[config.mk]
export PLATFORM = sky130hd
export DESIGN_NAME = uart_transceiver
export DESIGN_NICKNAME = d
export VERILOG_FILES = /design/src/rtl/uart_transceiver.sv
export SDC_FILE = /design/constraint.sdc
export NUM_CORES = 1
export LEC_CHECK = 0
export BUFFER_PORTS_ARGS = -buffer_cell sky130_fd_sc_hd__buf_2
export CORE_MARGIN = 4
export CORE_UTILIZATION = 60
export DETAILED_ROUTE_END_ITERATION = 8
export GPL_TIMING_DRIVEN = 1
export PLACE_DENSITY = 0.76
export SYNTH_ARGS = -nofsm -noshare
export SYNTH_HDL_FRONTEND = slang
export SYNTH_SLANG_ARGS = --single-unit
export TNS_END_PERCENT = 10
[constraint.sdc]
create_clock -name sysclk -period 2.66 [get_ports sysclk]
set_input_delay 0.532 -clock sysclk [delete_from_list [all_inputs] [get_ports sysclk]]
set_output_delay 0.532 -clock sysclk [all_outputs]
set_load 0.005 [all_outputs]
[src/rtl/uart_transceiver.sv]
// Byte-wide 8N1 UART: independent transmitter and receiver sharing one clock and reset.
// Bit timing comes from BAUD_DIV system-clock cycles per bit.
module uart_transceiver #(
    parameter int BAUD_DIV = 10417
) (
    input  logic       sysclk,
    input  logic       reset,
    input  logic       UART_RX,
    input  logic       recv_enable,
    output logic       recv_finish,
    output logic [7:0] readdata,
    input  logic [7:0] writedata,
    input  logic       send_trigger,
    input  logic       send_enable,
    output logic       send_work_state,
    output logic       send_finish,
    output logic       UART_TX
);

    localparam int CNT_W = $clog2(BAUD_DIV);
    localparam logic [CNT_W-1:0] CNT_ZERO  = {CNT_W{1'b0}};
    localparam logic [CNT_W-1:0] CNT_ONE   = CNT_W'(1);
    localparam logic [CNT_W-1:0] BIT_LAST  = CNT_W'(BAUD_DIV - 1);
    localparam logic [CNT_W-1:0] HALF_LAST = CNT_W'(BAUD_DIV / 2 - 1);

    typedef enum logic [1:0] {
        ST_IDLE  = 2'd0,
        ST_START = 2'd1,
        ST_DATA  = 2'd2,
        ST_STOP  = 2'd3
    } state_t;

    // ---------------- transmitter ----------------
    logic             trig_sample_r, trig_hist_r, trig_fall_s;
    state_t           tx_state_r, tx_state_nxt_s;
    logic [CNT_W-1:0] tx_cnt_r, tx_cnt_nxt_s;
    logic [2:0]       tx_bit_r, tx_bit_nxt_s;
    logic [7:0]       tx_shift_r, tx_shift_nxt_s;
    logic             tx_line_r, tx_line_nxt_s;
    logic             tx_busy_r, tx_busy_nxt_s;
    logic             tx_done_r, tx_done_nxt_s;

    // History is cleared on reset so a trigger held low through reset never looks like a fall.
    assign trig_fall_s = trig_hist_r & ~trig_sample_r;

    // Trigger sampling and edge history.
    always_ff @(posedge sysclk or posedge reset) begin
        if (reset) begin
            trig_sample_r <= 1'b0;
            trig_hist_r   <= 1'b0;
        end else begin
            trig_sample_r <= send_trigger;
            trig_hist_r   <= trig_sample_r;
        end
    end

    // Transmitter state and registered outputs.
    always_ff @(posedge sysclk or posedge reset) begin
        if (reset) begin
            tx_state_r <= ST_IDLE;
            tx_cnt_r   <= CNT_ZERO;
            tx_bit_r   <= 3'd0;
            tx_shift_r <= 8'h00;
            tx_line_r  <= 1'b1;
            tx_busy_r  <= 1'b0;
            tx_done_r  <= 1'b0;
        end else begin
            tx_state_r <= tx_state_nxt_s;
            tx_cnt_r   <= tx_cnt_nxt_s;
            tx_bit_r   <= tx_bit_nxt_s;
            tx_shift_r <= tx_shift_nxt_s;
            tx_line_r  <= tx_line_nxt_s;
            tx_busy_r  <= tx_busy_nxt_s;
            tx_done_r  <= tx_done_nxt_s;
        end
    end

    // Transmitter next-state: each state lasts BAUD_DIV cycles; the line value is registered.
    always_comb begin
        tx_state_nxt_s = tx_state_r;
        tx_cnt_nxt_s   = tx_cnt_r;
        tx_bit_nxt_s   = tx_bit_r;
        tx_shift_nxt_s = tx_shift_r;
        tx_line_nxt_s  = tx_line_r;
        tx_busy_nxt_s  = tx_busy_r;
        tx_done_nxt_s  = 1'b0;
        case (tx_state_r)
            ST_IDLE: begin
                tx_line_nxt_s = 1'b1;
                tx_busy_nxt_s = 1'b0;
                tx_cnt_nxt_s  = CNT_ZERO;
                if (trig_fall_s && send_enable) begin
                    tx_state_nxt_s = ST_START;
                    tx_shift_nxt_s = writedata;
                    tx_line_nxt_s  = 1'b0;
                    tx_busy_nxt_s  = 1'b1;
                end else begin
                    tx_state_nxt_s = ST_IDLE;
                end
            end
            ST_START: begin
                if (tx_cnt_r == BIT_LAST) begin
                    tx_state_nxt_s = ST_DATA;
                    tx_cnt_nxt_s   = CNT_ZERO;
                    tx_bit_nxt_s   = 3'd0;
                    tx_line_nxt_s  = tx_shift_r[0];
                end else begin
                    tx_cnt_nxt_s = tx_cnt_r + CNT_ONE;
                end
            end
            ST_DATA: begin
                if (tx_cnt_r == BIT_LAST) begin
                    tx_cnt_nxt_s = CNT_ZERO;
                    if (tx_bit_r == 3'd7) begin
                        tx_state_nxt_s = ST_STOP;
                        tx_line_nxt_s  = 1'b1;
                    end else begin
                        tx_bit_nxt_s   = tx_bit_r + 3'd1;
                        tx_shift_nxt_s = {1'b0, tx_shift_r[7:1]};
                        tx_line_nxt_s  = tx_shift_r[1];
                    end
                end else begin
                    tx_cnt_nxt_s = tx_cnt_r + CNT_ONE;
                end
            end
            ST_STOP: begin
                if (tx_cnt_r == BIT_LAST) begin
                    tx_state_nxt_s = ST_IDLE;
                    tx_cnt_nxt_s   = CNT_ZERO;
                    tx_busy_nxt_s  = 1'b0;
                    tx_done_nxt_s  = 1'b1;
                end else begin
                    tx_cnt_nxt_s = tx_cnt_r + CNT_ONE;
                end
            end
            default: begin
                tx_state_nxt_s = ST_IDLE;
                tx_cnt_nxt_s   = CNT_ZERO;
                tx_line_nxt_s  = 1'b1;
                tx_busy_nxt_s  = 1'b0;
            end
        endcase
    end

    assign UART_TX         = tx_line_r;
    assign send_work_state = tx_busy_r;
    assign send_finish     = tx_done_r;

    // ---------------- receiver ----------------
    logic             rx_meta_r, rx_sync_r, rx_prev_r, rx_fall_s;
    state_t           rx_state_r, rx_state_nxt_s;
    logic [CNT_W-1:0] rx_cnt_r, rx_cnt_nxt_s;
    logic [2:0]       rx_bit_r, rx_bit_nxt_s;
    logic [7:0]       rx_shift_r, rx_shift_nxt_s;
    logic [7:0]       rx_data_r, rx_data_nxt_s;
    logic             rx_done_r, rx_done_nxt_s;

    assign rx_fall_s = rx_prev_r & ~rx_sync_r;

    // Two-flop synchronizer plus one history flop for start-edge detection.
    always_ff @(posedge sysclk or posedge reset) begin
        if (reset) begin
            rx_meta_r <= 1'b1;
            rx_sync_r <= 1'b1;
            rx_prev_r <= 1'b1;
        end else begin
            rx_meta_r <= UART_RX;
            rx_sync_r <= rx_meta_r;
            rx_prev_r <= rx_sync_r;
        end
    end

    // Receiver state and registered outputs.
    always_ff @(posedge sysclk or posedge reset) begin
        if (reset) begin
            rx_state_r <= ST_IDLE;
            rx_cnt_r   <= CNT_ZERO;
            rx_bit_r   <= 3'd0;
            rx_shift_r <= 8'h00;
            rx_data_r  <= 8'h00;
            rx_done_r  <= 1'b0;
        end else begin
            rx_state_r <= rx_state_nxt_s;
            rx_cnt_r   <= rx_cnt_nxt_s;
            rx_bit_r   <= rx_bit_nxt_s;
            rx_shift_r <= rx_shift_nxt_s;
            rx_data_r  <= rx_data_nxt_s;
            rx_done_r  <= rx_done_nxt_s;
        end
    end

    // Receiver next-state: half-bit wait validates the start bit, then full-bit steps land mid-bit.
    always_comb begin
        rx_state_nxt_s = rx_state_r;
        rx_cnt_nxt_s   = rx_cnt_r;
        rx_bit_nxt_s   = rx_bit_r;
        rx_shift_nxt_s = rx_shift_r;
        rx_data_nxt_s  = rx_data_r;
        rx_done_nxt_s  = 1'b0;
        case (rx_state_r)
            ST_IDLE: begin
                rx_cnt_nxt_s = CNT_ZERO;
                rx_bit_nxt_s = 3'd0;
                if (rx_fall_s && recv_enable) begin
                    rx_state_nxt_s = ST_START;
                end else begin
                    rx_state_nxt_s = ST_IDLE;
                end
            end
            ST_START: begin
                if (rx_cnt_r == HALF_LAST) begin
                    rx_cnt_nxt_s = CNT_ZERO;
                    if (!rx_sync_r) begin
                        rx_state_nxt_s = ST_DATA;
                    end else begin
                        rx_state_nxt_s = ST_IDLE;
                    end
                end else begin
                    rx_cnt_nxt_s = rx_cnt_r + CNT_ONE;
                end
            end
            ST_DATA: begin
                if (rx_cnt_r == BIT_LAST) begin
                    rx_cnt_nxt_s   = CNT_ZERO;
                    rx_shift_nxt_s = {rx_sync_r, rx_shift_r[7:1]};
                    if (rx_bit_r == 3'd7) begin
                        rx_state_nxt_s = ST_STOP;
                    end else begin
                        rx_bit_nxt_s = rx_bit_r + 3'd1;
                    end
                end else begin
                    rx_cnt_nxt_s = rx_cnt_r + CNT_ONE;
                end
            end
            ST_STOP: begin
                if (rx_cnt_r == BIT_LAST) begin
                    rx_state_nxt_s = ST_IDLE;
                    rx_cnt_nxt_s   = CNT_ZERO;
                    if (rx_sync_r) begin
                        rx_data_nxt_s = rx_shift_r;
                        rx_done_nxt_s = 1'b1;
                    end else begin
                        rx_data_nxt_s = rx_data_r;
                    end
                end else begin
                    rx_cnt_nxt_s = rx_cnt_r + CNT_ONE;
                end
            end
            default: begin
                rx_state_nxt_s = ST_IDLE;
                rx_cnt_nxt_s   = CNT_ZERO;
            end
        endcase
    end

    assign readdata    = rx_data_r;
    assign recv_finish = rx_done_r;

endmodule

# Yosys cells after proc, flatten, opt, wreduce, memory -nomap -nowiden
# Cells that the tools add are included.
dict set report totals {
  ff_bits 71
  latchBits 0
  ram_bits 0
  romBits 0
  inputBits 14
  memories 0
}
dict set report classes {
  addsub 4
  mul 0
  n_div 0
  n_lt_le_gt_ge 0
  eq_ne 22
  n_shift 0
  mux 42
  bitwise_logic 4
  reduce_logical 20
}
# op count
set op_table {}
lappend op_table {{two-way mux 14 bit} 3}
lappend op_table {{case mux 14 bit (3 select lines)} 1}
lappend op_table {{adder 14 x 1 -> 14 bit (second input constant)} 2}
lappend op_table {{== test 14 bit (second input constant)} 2}
lappend op_table {{case mux 14 bit (2 select lines)} 1}
lappend op_table {{two-way mux 8 bit} 3}
lappend op_table {{!= test 2 bit (second input constant)} 11}
lappend op_table {{two-way mux 2 bit} 9}
lappend op_table {{case mux 2 bit (4 select lines)} 2}
lappend op_table {{case mux 8 bit (2 select lines)} 1}
lappend op_table {{AND reduction 4 bit} 4}
lappend op_table {{two-way mux 3 bit} 5}
lappend op_table {{== test 14 x 13 -> 1 bit (second input constant)} 1}
lappend op_table {{two-way mux 1 bit} 13}
lappend op_table {{case mux 3 bit (2 select lines)} 2}
lappend op_table {{AND reduction 3 bit} 3}
lappend op_table {{== test 2 bit (second input constant)} 4}
lappend op_table {{nonzero test 2 bit} 4}
lappend op_table {{adder 3 x 1 -> 3 bit (second input constant)} 2}
lappend op_table {{== test 3 bit (second input constant)} 2}
lappend op_table {{== test 2 x 1 -> 1 bit (second input constant)} 2}
lappend op_table {{logical NOT 2 bit} 2}
lappend op_table {{AND reduction 2 bit} 2}
lappend op_table {{case mux 1 bit (3 select lines)} 1}
lappend op_table {{other kinds (7)} 10}

# Longest topological paths before layout
dict set report logic_depth {
  word_depth 5
  depth_mapped 8
  mapped_depth_nobuf 6
}

# Worst setup path before layout
# OpenSTA, ideal clock, no wires.
dict set report synth_timing {
  path_kind {reg2reg}
  start {register tx_bit_r[0]}
  end {register tx_shift_r[0]}
  setup_ns 0.065
  arrival_ns 2.292
  required_ns 2.595
  setup_slack_ns 0.303
  stages_incl_launch_ff 7
  path_buffers 0
  period_less_slack_ns 2.357
  path_cell_list {dfrtp_1 ha_1 ha_1 or4bb_2 or4_4 a21boi_4 o221a_2}
}
dict set report synth_via {
  elab_chain_len 3
}
# element line_no
set synth_lines {}
lappend synth_lines {{from (decl)} 37} ;# logic [2:0] tx_bit_r, tx_bit_nxt_s;
lappend synth_lines {{from (signal assigned)} 70} ;# tx_bit_r <= tx_bit_nxt_s;
lappend synth_lines {{== test 3 bit} 114} ;# if (tx_bit_r == 3'd7) begin
lappend synth_lines {{!= test 2 bit (no source line)} n/a}
lappend synth_lines {{AND reduction 4 bit (no source line)} n/a}
lappend synth_lines {{to (signal assigned)} 71} ;# tx_shift_r <= tx_shift_nxt_s;
lappend synth_lines {{to (decl)} 38} ;# logic [7:0] tx_shift_r, tx_shift_nxt_s;
# No other way between the ends.
# A chain may end at the register's enable or synchronous reset.

# Worst setup path after layout
dict set report layout_timing {
  start {register tx_bit_r[0]}
  end {register tx_shift_r[2]}
}
# Same word-level chain as after synthesis.

==> flow_summary_export.csv <==
group,metric,value,unit
worst_setup_path,cp_top_family,"simple AND/OR/NAND/NOR gates",
cts,max-clock-path-buffers,2,
global_route,gr-total-overflow,0,
flow_run,drv_cap,0,
power,power_frac_seq,51.8,%
place,gp_congestion,0.809,
sta,setup_viol,0,
final_layout,area_growth,12.5,%
sta,final.setup.tns,0,ns
final_layout,nets,362,
final_layout,n_fill_cell,388,
synthesis,synth-seq-cells,71,
place,port_buffers,25,
synthesis,synth_edf_count,0,
worst_setup_path,endpoint_kind,"flop",
cts,tritoncts,"built",
worst_setup_path,crit_buf_inv,0,
synthesis,syn_nets,331,
worst_setup_path,cpPeakStageDelay,0.64,ns
global_route,antenna_found_initial,0,
global_route,grt_max_degree,39,
synthesis,ys_types,47,
synthesis,synthAdderAreaFrac,4.72,%
cts,clkSlewWorstSetupHoldPaths,0.09,ns
synthesis,yosys.area_share.simple,20.1,%
synthesis,mappedNetlistArea,3440,um^2
synthesis,synth_top_family_by_area,"simple AND/OR/NAND/NOR gates",
power,p_int,1.64,mW
power,p_clk_share,46.5,%
sta,hold_viol_final,0,
detailed_routing,antenna_left,0,
power,p_leak,1.81,nW
worst_setup_path,crit_type,"reg2reg",
worst_setup_path,cp.arrival,2.82,ns
cts,cts-buffers-inserted,9,
synthesis,syn_inst,304,
sta,slew_headroom,56.8,%
worst_hold_path,min_path_type,"in2async",
cts,post_cts_buffers,0,
detailed_routing,wl,6160,um
final_layout,layout_commonest_cell,"dfrtp_1",
synthesis,yosysSeqAreaShare,51.7,%
worst_setup_path,worst_setup_path_start_kind,"flop",
final_layout,final_cell_mix,"dfrtp_1, nor2_1, buf_2",
synthesis,synth_compound_area_share,7.48,%
power,combinationalPowerShare,1.7,%
detailed_routing,drtPass1Iterations,4,
detailed_routing,vias_per_cell,5.72,
synthesis,ys.warnings.count,0,
global_route,grt_pass1_vias,2397,
sta,rsz0062_at_grt,"no",
die,rows,27,
synthesis,muxShareOfSynthArea,6.79,%
global_route,grt_pass1_wl,11100,um
worst_setup_path,timing.reg2reg.setup_slack,0.12,ns
die,start_util,62.2,%
cts,cts_hold_buf,0,
worst_setup_path,crit_path_frequent_cell,"ha_1",
sta,finalCritPeriodShare,95.4,%
detailed_routing,routedWlPerCell,15.0,um
cts,numClockSinks,71,
synthesis,synth_area_leaders,"dfrtp_1, mux2_2, ha_1",
power,p_sw_share,22.0,%
worst_setup_path,crit_required,2.94,ns
sta,slew_viol_final,0,
synthesis,synth_top_area_share,48.7,%
die,dieArea,7020,um^2
power,p_per_area,541,nW/um^2
synthesis,synth_area_per_cell,11.3,um^2
synthesis,synthXorXnorAreaFrac,6.10,%
final_layout,drive_gt1_share,26.5,%
synthesis,synthFlopType,"dfrtp_1",
power,p_switching,462,uW
die,die_x,83.8,um
sta,tightestPinTransition,0.646,ns
final_layout,antenna_cells,0,
detailed_routing,drt_iter0_drc,98,
worst_setup_path,crit_fanout,7,
power,total_power,2.10,mW
worst_setup_path,cp_slowest_cell,"or4bb_2",
worst_setup_path,path_cells,"ha_1, ha_1, or4bb_2, or4_4, a21boi_4, o221a_2",
cts,htree_num_levels,3,
place,hpwl,4320,um
die,io_pins,26,
sta,fin_crit,2.54,ns
status,run_status,"completed",
power,vdd_drop_max,338,uV
cts,insertion_delay,0.35,ns
sta,clock.fmax,394,MHz
global_route,grtUsageTotal,19.5,%
synthesis,synth_area_leader_cell,"dfrtp_1",
detailed_routing,vias,2357,
synthesis,synthArstFlopShare,100,%
cts,cts-root-buf,"clkbuf_8",
die,die-height,83.8,um
detailed_routing,drcViolationCount,0,
cts,cts_resized,0,
sta,skew,0.0161,ns
die,fp.coreArea,5540,um^2
==> power by group through the flow <==
stage | clock [mW] | combinational, mW | sequential (mW)
floorplan | 0 | 0.0172 | 1.11
global placement | 0 | 0.0366 | 1.11
detailed placement | 0 | 0.0378 | 1.11
CTS | 0.999 | 0.0378 | 1.09
global route | 1.05 | 0.0422 | 1.09
finish | 0.974 | 0.0357 | 1.09
==> path summary, 6_finish.rpt <==
path | start | to | depth (start not counted)
setup reg to reg | tx_bit_r[0] | tx_shift_r[2] | 6
min in group sysclk | UART_RX | rx_meta_r | 1
hold / removal | reset | rx_cnt_r[11] | 2
setup / recovery | tx_bit_r[0] | tx_shift_r[2] | 6
max in group asynchronous | reset | rx_meta_r | 3
hold reg to reg | rx_meta_r | rx_sync_r | 0
==> registers in the layout, summed over array words and instances (netlist names), named ones only <==
name,count
rx_state_r,1
recv_finish,1
UART_TX,1
trig_sample_r,1
send_work_state,1
send_finish,1
rx_meta_r,1
rx_sync_r,1
rx_prev_r,1
trig_hist_r,1
rx_cnt_r,14
tx_cnt_r,14
tx_shift_r,8
tx_bit_r,3
rx_bit_r,3
readdata,8
rx_shift_r,8
tx_state_r,2
==> layer usage <==
layer	track usage (%)	wire length, um	vias up
met5	0	0	-
met3	5.23	207	6
li1	-	-	1158
met1	25.8	2870	1157
met4	6.87	62	0
met2	31.2	3020	36
==> Yosys cell counts (2+ instances only) <==
| cell | n |
|---|---|
| xor2_1 | 13 |
| and4b_1 | 3 |
| o21ai_0 | 6 |
| inv_1 | 14 |
| and3_1 | 3 |
| and4_1 | 4 |
| or3_2 | 7 |
| xnor2_1 | 11 |
| dfstp_2 | 4 |
| mux2_2 | 19 |
| a22oi_1 | 4 |
| clkbuf_1 | 5 |
| ha_1 | 13 |
| nor4_1 | 6 |
| o2bb2ai_1 | 2 |
| dfrtp_1 | 67 |
| o211ai_1 | 3 |
| nand4_1 | 12 |
| nand2_1 | 15 |
| or4_4 | 2 |
| nand3_1 | 12 |
| nand4b_1 | 3 |
| mux2i_1 | 2 |
| or4_1 | 4 |
| o221a_2 | 7 |
| and2_1 | 2 |
| o22ai_1 | 2 |
| nor3_1 | 5 |
| nor2_1 | 36 |
==> worst reg2reg max path: stages (launching register included) <==
cell	delay [ns]
dfrtp_1	0.43
ha_1	0.22
ha_1	0.25
or4bb_2	0.64
or4_4	0.47
a21boi_4	0.26
o221a_2	0.23
==> cells by family after synthesis <==
| group | count (synthesis) |
|---|---|
| compound gates | 31 |
| xor+xnor | 24 |
| fa+ha+maj | 13 |
| buf+inv | 23 |
| flops | 71 |
| mux | 21 |
| simple gates | 121 |
==> per-stage QoR <==
step	worst slack (ns)	std cells	area [um^2]	hold WS [ns]	util [%]
6_report	0.122	412	3870	0.201	69.9
5_1_grt	0.0368	412	3870	0.238	69.9
4_1_cts	0.127	412	3870	0.209	69.9
3_5_place_dp	0.167	396	3650	0.366	65.8
3_3_place_gp	0.213	396	3650	0.363	65.8
2_1_floorplan	0.303	304	3440	0.345	-
==> area by class of cell <==
class,instances,area [um^2],area share [%]
Multi-Input combinational cell,210,1560,40.1
Inverter,14,52.6,1.36
Timing Repair Buffer,29,168,4.33
Clock buffer,9,124,3.20
Tap cell,72,90.1,2.33
Sequential cell,71,1780,46.0
Clock inverter,7,103,2.65
Note: power is estimated with default switching activity, not from simulation.
